--- config.mk ---
export PLATFORM = sky130hd
export DESIGN_NAME = neuron_mac
export DESIGN_NICKNAME = d
export VERILOG_FILES = /design/src/rtl/neuron_mac.sv
export SDC_FILE = /design/constraint.sdc
export NUM_CORES = 1
export LEC_CHECK = 0
export BUFFER_PORTS_ARGS = -buffer_cell sky130_fd_sc_hd__buf_4
export CORE_ASPECT_RATIO = 0.7
export CORE_UTILIZATION = 40
export CTS_BUF_LIST = sky130_fd_sc_hd__clkbuf_8 sky130_fd_sc_hd__clkbuf_16
export DETAILED_ROUTE_END_ITERATION = 7
export PLACE_DENSITY = 0.52
export REMOVE_ABC_BUFFERS = 1
export SLEW_MARGIN = 15
export SYNTH_ARGS = -nofsm -noshare
export SYNTH_HDL_FRONTEND = slang
export SYNTH_SLANG_ARGS = --single-unit
export TNS_END_PERCENT = 20
--- constraint.sdc ---
create_clock -name clk -period 6.2 [get_ports clk]
set_input_delay 0.31 -clock clk [delete_from_list [all_inputs] [get_ports clk]]
set_output_delay 0.31 -clock clk [all_outputs]
set_load 0.005 [all_outputs]
--- src/rtl/neuron_mac.sv ---
// ---------------------------------------------------------------------------
// neuron_mac -- one neuron's multiply-accumulate stage.
//
// Accepts numInputs beats of signed 8.8 (data, weight) pairs. Each beat adds a
// full-precision 16.16 product into a wide accumulator. The 8.8 bias is then
// added, aligned to 16.16. The sum is arithmetically shifted right by SHIFT and
// saturated to a signed outWidth-bit index for the downstream sigmoid LUT. The
// result is held until the consumer takes it.
//
// Parameters
//   dataWidth  width of the signed 8.8 data, weight and bias
//   numInputs  beats per dot product (1..255)
//   outWidth   width of the signed activation index out_x
//   SHIFT      arithmetic right shift applied to the 16.16 sum
//
// Ports
//   clk        sole clock; all state changes on its rising edge
//   rst_n      asynchronous active-low reset
//   in_valid   upstream beat valid
//   in_ready   a beat is accepted this cycle (high only while accumulating)
//   in_data    signed 8.8 activation
//   in_weight  signed 8.8 weight
//   bias       signed 8.8 bias, sampled in the cycle after the last beat
//   out_valid  out_x holds a result
//   out_ready  downstream accepts out_x
//   out_x      signed, saturated pre-activation index
//   busy       a vector is in progress or a result is pending
//   sat_flag   (only with NEURON_MAC_SAT_FLAG_EN) result was clipped
//
// Build option
//   NEURON_MAC_SAT_FLAG_EN  adds the sat_flag output and its register.
// ---------------------------------------------------------------------------
module neuron_mac #(
    parameter int dataWidth = 16,
    parameter int numInputs = 2,
    parameter int outWidth  = 8,
    parameter int SHIFT     = 12
) (
    input  logic                 clk,
    input  logic                 rst_n,
    input  logic                 in_valid,
    output logic                 in_ready,
    input  logic [dataWidth-1:0] in_data,
    input  logic [dataWidth-1:0] in_weight,
    input  logic [dataWidth-1:0] bias,
    output logic                 out_valid,
    input  logic                 out_ready,
    output logic [outWidth-1:0]  out_x,
    output logic                 busy
`ifdef NEURON_MAC_SAT_FLAG_EN
    ,
    output logic                 sat_flag
`endif
);

    localparam int PROD_W = 2 * dataWidth;
    // Eight guard bits: the sum of up to 255 full-scale products cannot wrap.
    localparam int ACC_W  = PROD_W + 8;

    localparam logic [1:0] ST_ACC  = 2'd0;
    localparam logic [1:0] ST_BIAS = 2'd1;
    localparam logic [1:0] ST_SAT  = 2'd2;
    localparam logic [1:0] ST_HOLD = 2'd3;

    localparam logic [7:0] LAST_BEAT = 8'(numInputs - 1);

    // Saturation limits of out_x, expressed at accumulator width.
    localparam logic signed [ACC_W-1:0] SAT_MAX =
        {{(ACC_W-outWidth+1){1'b0}}, {(outWidth-1){1'b1}}};
    localparam logic signed [ACC_W-1:0] SAT_MIN =
        {{(ACC_W-outWidth+1){1'b1}}, {(outWidth-1){1'b0}}};

    logic [1:0]                state;
    logic [7:0]                beat_cnt;
    logic signed [ACC_W-1:0]   acc;

    logic                      beat_fire;
    logic signed [PROD_W-1:0]  product;
    logic signed [ACC_W-1:0]   product_ext;
    logic signed [ACC_W-1:0]   bias_ext;
    logic signed [ACC_W-1:0]   shifted;
    logic [outWidth-1:0]       sat_x;

    assign in_ready  = (state == ST_ACC);
    assign beat_fire = in_valid && in_ready;
    assign busy      = (state != ST_ACC) || (beat_cnt != 8'd0);

    // 8.8 x 8.8 gives a 16.16 product directly.
    assign product     = $signed(in_data) * $signed(in_weight);
    assign product_ext = {{(ACC_W-PROD_W){product[PROD_W-1]}}, product};
    // The bias is 8.8, so append 8 fraction bits to align it with 16.16.
    assign bias_ext    = {{(ACC_W-dataWidth-8){bias[dataWidth-1]}}, bias, 8'h00};

    // Arithmetic shift on a signed operand rounds toward minus infinity.
    assign shifted = acc >>> SHIFT;

    // NOTE: give every always_comb output a value on every path (here the
    // default first) so that no latch is inferred.
    always_comb begin
        sat_x = shifted[outWidth-1:0];
        if (shifted > SAT_MAX) begin
            sat_x = SAT_MAX[outWidth-1:0];
        end else if (shifted < SAT_MIN) begin
            sat_x = SAT_MIN[outWidth-1:0];
        end
    end

    // NOTE: sequential state uses non-blocking assignments only, so every
    // register samples values from before the clock edge.
    always_ff @(posedge clk or negedge rst_n) begin
        if (!rst_n) begin
            state     <= ST_ACC;
            beat_cnt  <= 8'd0;
            acc       <= '0;
            out_x     <= '0;
            out_valid <= 1'b0;
        end else begin
            case (state)
                ST_ACC: begin
                    if (beat_fire) begin
                        acc <= acc + product_ext;
                        if (beat_cnt == LAST_BEAT) begin
                            beat_cnt <= 8'd0;
                            state    <= ST_BIAS;
                        end else begin
                            beat_cnt <= beat_cnt + 8'd1;
                        end
                    end
                end
                ST_BIAS: begin
                    acc   <= acc + bias_ext;
                    state <= ST_SAT;
                end
                ST_SAT: begin
                    out_x     <= sat_x;
                    out_valid <= 1'b1;
                    state     <= ST_HOLD;
                end
                ST_HOLD: begin
                    if (out_ready) begin
                        out_valid <= 1'b0;
                        acc       <= '0;
                        state     <= ST_ACC;
                    end
                end
                default: state <= ST_ACC;
            endcase
        end
    end

`ifdef NEURON_MAC_SAT_FLAG_EN
    logic clipped;
    assign clipped = (shifted > SAT_MAX) || (shifted < SAT_MIN);

    // Follows out_valid: loaded with the result and cleared when it is taken.
    always_ff @(posedge clk or negedge rst_n) begin
        if (!rst_n) begin
            sat_flag <= 1'b0;
        end else if (state == ST_SAT) begin
            sat_flag <= clipped;
        end else if (state == ST_HOLD && out_ready) begin
            sat_flag <= 1'b0;
        end
    end
`endif

endmodule

**After elaboration in Yosys (flattened, before gate mapping)**

Cells that the tools add are included.

- Multipliers: 1
- Divide/modulo/power cells: 0
- Order comparisons: 2
- Shift operators: 0
- Muxes and demuxes: 12
- Equality and inequality tests: 7
- Bitwise gates (word level): 0
- Reductions and logical operators: 11
- Add/sub/neg operators: 3

Operators by type and width:

| kind | number |
|---|---|
| one-hot mux 40 bit (3 select lines) | 1 |
| 2-to-1 mux 40 bit | 2 |
| adder 40 x 24 -> 40 bit | 1 |
| adder 40 x 32 -> 40 bit | 1 |
| multiplier 16 x 16 -> 32 bit | 1 |
| greater-than comparator 28 x 8 -> 1 bit, second input constant | 1 |
| < comparator 28 x 8 -> 1 bit, second input constant | 1 |
| 2-to-1 mux 8 bit | 3 |
| adder 8 x 1 -> 8 bit, second input constant | 1 |
| equality test 8 x 1 -> 1 bit, second input constant | 1 |
| one-hot mux 2 bit (4 select lines) | 1 |
| nonzero test 8 bit | 1 |
| 2-to-1 mux 2 bit | 3 |
| AND reduction 3 bit | 2 |
| equality test 2 bit, second input constant | 2 |
| != test 2 x 1 -> 1 bit, second input constant | 2 |
| AND reduction 2 bit | 2 |
| nonzero test 2 bit | 2 |
| nonzero test 3 bit | 1 |
| equality test 2 x 1 -> 1 bit, second input constant | 1 |
| logical NOT 2 bit | 1 |
| != test 2 bit, second input constant | 1 |
| one-hot mux 1 bit (2 select lines) | 1 |
| logical AND 1 bit | 1 |
| 2 further kinds | 2 |

- Logic and storage cells: 41
- Memories: 0
- Bits in writable memories: 0
- Bits in latches: 0
- Memory bits (read-only): 0
- Register bits after elaboration: 59

**Logic depth before layout (Yosys ltp)**

- Depth in word-level cells: 4
- Depth in mapped cells: 25
- Gate-level depth less buffers: 25

**Worst setup path after synthesis**

OpenSTA, ideal clock, no wires.

- Path type: input to register
- Start: input port in_weight[6]
- End: register acc[38]
- Arrival: 6.045 ns
- Path buffers: 1
- Stages: 23
- Setup slack: 0.031 ns
- Required time: 6.076 ns
- Path through: clkbuf_1 -> and2_1 -> fa_1 -> inv_1 -> fa_1 -> fa_1 -> inv_1 -> fa_1 -> fa_1 -> inv_1 -> fa_1 -> inv_1 -> ha_1 -> a21oi_2 -> nand2_1 -> a211oi_2 -> a21oi_1 -> o41ai_2 -> o21ai_2 -> a211oi_1 -> or3_1 -> a21oi_1 -> o31a_1

- Longest elaborated chain between the ends: 4

Ends and longest elaborated chain:

| what | RTL line | source |
|---|---|---|
| start, declared | 44 | `input logic [dataWidth-1:0] in_weight,` |
| multiplier 16 x 16 -> 32 bit | 89 | `assign product = $signed(in_data) * $signed(in_weight);` |
| adder 40 x 32 -> 40 bit | 121 | `acc <= acc + product_ext;` |
| 2-to-1 mux 40 bit | 120 | `if (beat_fire) begin` |
| one-hot mux 40 bit (3 select lines) | 118 | `case (state)` |
| end signal, assigned | 121 |  |
| end signal, assigned | 131 | `acc <= acc + bias_ext;` |
| end, declared | 75 | `logic signed [ACC_W-1:0] acc;` |

No other way between the ends. The select of a mux whose other input is x is not followed.
A chain may end at the register's enable or synchronous reset.

**Worst setup path after layout**

- Start: input port in_weight[6]
- End: register acc[37]

Same word-level chain as after synthesis.

==> metrics.csv <==
stage;metric;value;unit
run_status;status;finished, violations left;
run_status;violations;design-rule violations;
clock_network;worst_skew_pair.late_latency;0.33;ns
worst_setup_path;cp-start-kind;input pin;
clock_network;clock-root-buffer;clkbuf_16;
floorplanning;fp.dieW;245;um
worst_setup_path;setup.worst_path.end;acc[37]$_DFFE_PN0P_;
worst_setup_path;r2r_end;acc[22]$_DFFE_PN0P_;
yosys;syn_inst;1847;
placement;gp_congestion;0.881;
hold_path;hold_class;in -> async;
floorplanning;die_y;172;um
layout;final_cells;2567;
sta;fin_crit_sh;96.6;%
yosys;synth_flop_cell;dfrtp_1;
layout;diodes;0;
yosys;synth_xor_area_share;3.59;%
floorplanning;dieArea;42300;sq um
yosys;ys_ff_latch;59;
sta;finalSetupViolCount;0;
layout;multi_input_area;13500;sq um
yosys;ys_warn_count;0;
grt;antenna_found_initial;0;
clock_network;h-tree-depth;3;
worst_setup_path;worstRegToRegCells;18;
yosys;yosysUniqueCellTypes;68;
yosys;synth_compound_area_share;10.4;%
layout;fill_cells;3897;
sta;hold_violations;0;
clock_network;cts.sinks;59;
layout;most-common-layout-cells;inv_1 (430), fa_1 (322), buf_4 (206), nand2_1 (194), ha_1 (144);
worst_setup_path;r2r_start;acc[13]$_DFFE_PN0P_;
placement;place_area;18700;sq um
worst_setup_path;crit_required;6.41;ns
placement;place.port_buffers;62;
grt;grt_max_degree;60;
layout;nets;2563;
worst_setup_path;cp_max_fo;8;
yosys;ys_async_sr_fraction;100;%
layout;layout_commonest_cell;inv_1;
layout;synthToLayoutAreaGrowth;17.3;%
sta;max_freq;0.167;GHz
yosys;synth_top_family_by_area;adder cells;
worst_setup_path;crit_type;in -> reg;
flow_run;maxCapViolCount;0;
routing;firstDrtPassIters;8;
layout;final_cell_area;19500;sq um
worst_setup_path;ff2ff_setup_slack;0.83;ns
clock_network;path_clk_slew;0.06;ns
clock_network;cts_buffers;9;
sta;period_needed;5.99;ns
worst_setup_path;critical_path_arrival;6.20;ns
worst_setup_path;worstSetupEndpointType;register;
grt;grt_pass1_vias;13506;
yosys;synthSimpleGateAreaFrac;14.1;%
floorplanning;core-area;40300;sq um
routing;avgRoutedWirePerCell;17.1;um
routing;viasPerCell;4.97;
routing;drt_iter0_drc;890;
clock_network;clockBufferDepth;2;
clock_network;cts_tree;done;
routing;ant_nets;0;
grt;gr-total-overflow;0;
yosys;synth_edf_count;0;
layout;seq_area;1480;sq um
sta;skew;0.00807;ns
routing;vias;12764;
routing;drc_errors;2;
sta;maxSlewViolCount;0;
floorplanning;start_util;41.1;%
sta;tightest_slew;0.948;ns
routing;wirelength;43800;um
grt;track_usage;22.6;%
yosys;synth-seq-area-share;8.90;%
sta;rsz0062_at_grt;true;
yosys;synth_area;16600;sq um
yosys;post_synth.cell_area_avg;8.98;sq um
floorplanning;ios;63;
placement;dp_cells;2537;
worst_setup_path;worstSetupStartpoint;in_weight[6];
placement;dp_hpwl;38400;um
yosys;synthAdderAreaFrac;51.5;%
layout;drive_gt1_share;15.3;%
sta;max_slew_margin;36.3;%
yosys;muxShareOfSynthArea;0.128;%
floorplanning;row_count;61;
grt;grt_pass1_wl;75000;um
clock_network;ctsHoldBuffers;0;
routing by layer:
metal,track usage (%),wire length (um),share of wire (%),vias up
met5,0,0,0,-
met2,30.0,16600,38,280
li1,-,-,-,6088
met4,2.57,218,0.50,0
met3,3.86,2560,5.8,23
met1,38.0,24400,56,6373
synthesized netlist by cell type (all sizes together), types with 4 or more instances:
cell	n	share of area, %
buf	4	0.14
o21a	6	0.27
xor2	24	1.3
nor4	7	0.26
a21boi	4	0.18
a211oi	10	0.51
xnor2	44	2.3
o211ai	13	0.59
and2	121	4.6
nand2	198	4.5
dfrtp	59	8.9
inv	436	9.9
nand4	10	0.38
a221oi	19	1.0
a21oi	54	1.7
a21o	30	1.4
nand3	13	0.39
nor3	13	0.39
nand2b	11	0.42
nor2	86	1.9
clkbuf	50	1.4
o21ai	60	1.8
ha	153	12
o31ai	5	0.23
or3	7	0.27
o21bai	8	0.36
a31oi	12	0.45
and3	10	0.38
fa	331	40
logic make-up after synthesis:
logic type      Yosys count
simple gates            489
mux                       2
buf+inv                 491
fa+ha+maj               484
xor+xnor                 68
compound gates          254
flops                    59
worst min path at each step:
stage,startpoint,end,depth (start not counted)
after floorplan,rst_n,acc[0]$_DFFE_PN0P_,0
after global placement,rst_n,acc[35]$_DFFE_PN0P_,1
after detailed placement,rst_n,acc[35]$_DFFE_PN0P_,1
after CTS,rst_n,out_x[7]$_DFFE_PN0P_,1
after global routing,rst_n,out_x[7]$_DFFE_PN0P_,1
final,rst_n,out_x[7]$_DFFE_PN0P_,1
metrics by stage:
step	setup TNS [ns]	setup WS [ns]	util, %	hold slack (ns)
global placement	-2.87	-0.243	46.3	0.456
detailed placement	-2.94	-0.270	46.3	0.458
global route	-0.119	-0.0616	48.3	0.148
floorplan	0	0.135	-	0.0144
finish	0	0.214	48.3	0.0727
CTS	0	0.0367	47.1	0.0999
area by class of cell:
cell class                      count  area share [%]
Multi-Input combinational cell   1297            69.5
Clock buffer                       10            1.23
Tap cell                          535            3.44
Inverter                          436            8.43
Clock inverter                      6           0.334
Sequential cell                    59            7.59
Timing Repair Buffer              224            9.48
worst max-delay path: stages:
cell and delay [ns]:
buf_8 0.08, buf_8 0.12, nand2_4 0.04, fa_1 0.54, inv_2 0.05, fa_1 0.58
clkinvlp_4 0.15, buf_12 0.16, buf_6 0.11, fa_1 0.51, inv_2 0.04, fa_2 0.44
fa_1 0.52, inv_1 0.05, fa_1 0.51, inv_2 0.05, ha_4 0.26, nand4_1 0.14
nor4_2 0.34, and3_1 0.19, o21ai_1 0.07, buf_4 0.16, a311oi_4 0.32, xor2_2 0.14
a221oi_2 0.23, nor2_1 0.07
state kept, by name (all words and copies together) (netlist names):
name / cells
acc: 40
beat_cnt: 8
out_x: 8
state: 2
out_valid: 1
timing repair:
action | CTS | global route
setup buffers | 0 | 14
endpoints found under the setup margin | 0 | 19
gates resized for setup | 0 | 75
Power is not shown: default switching activity piles up to over one toggle a cycle in this logic, so the estimate is an artifact.
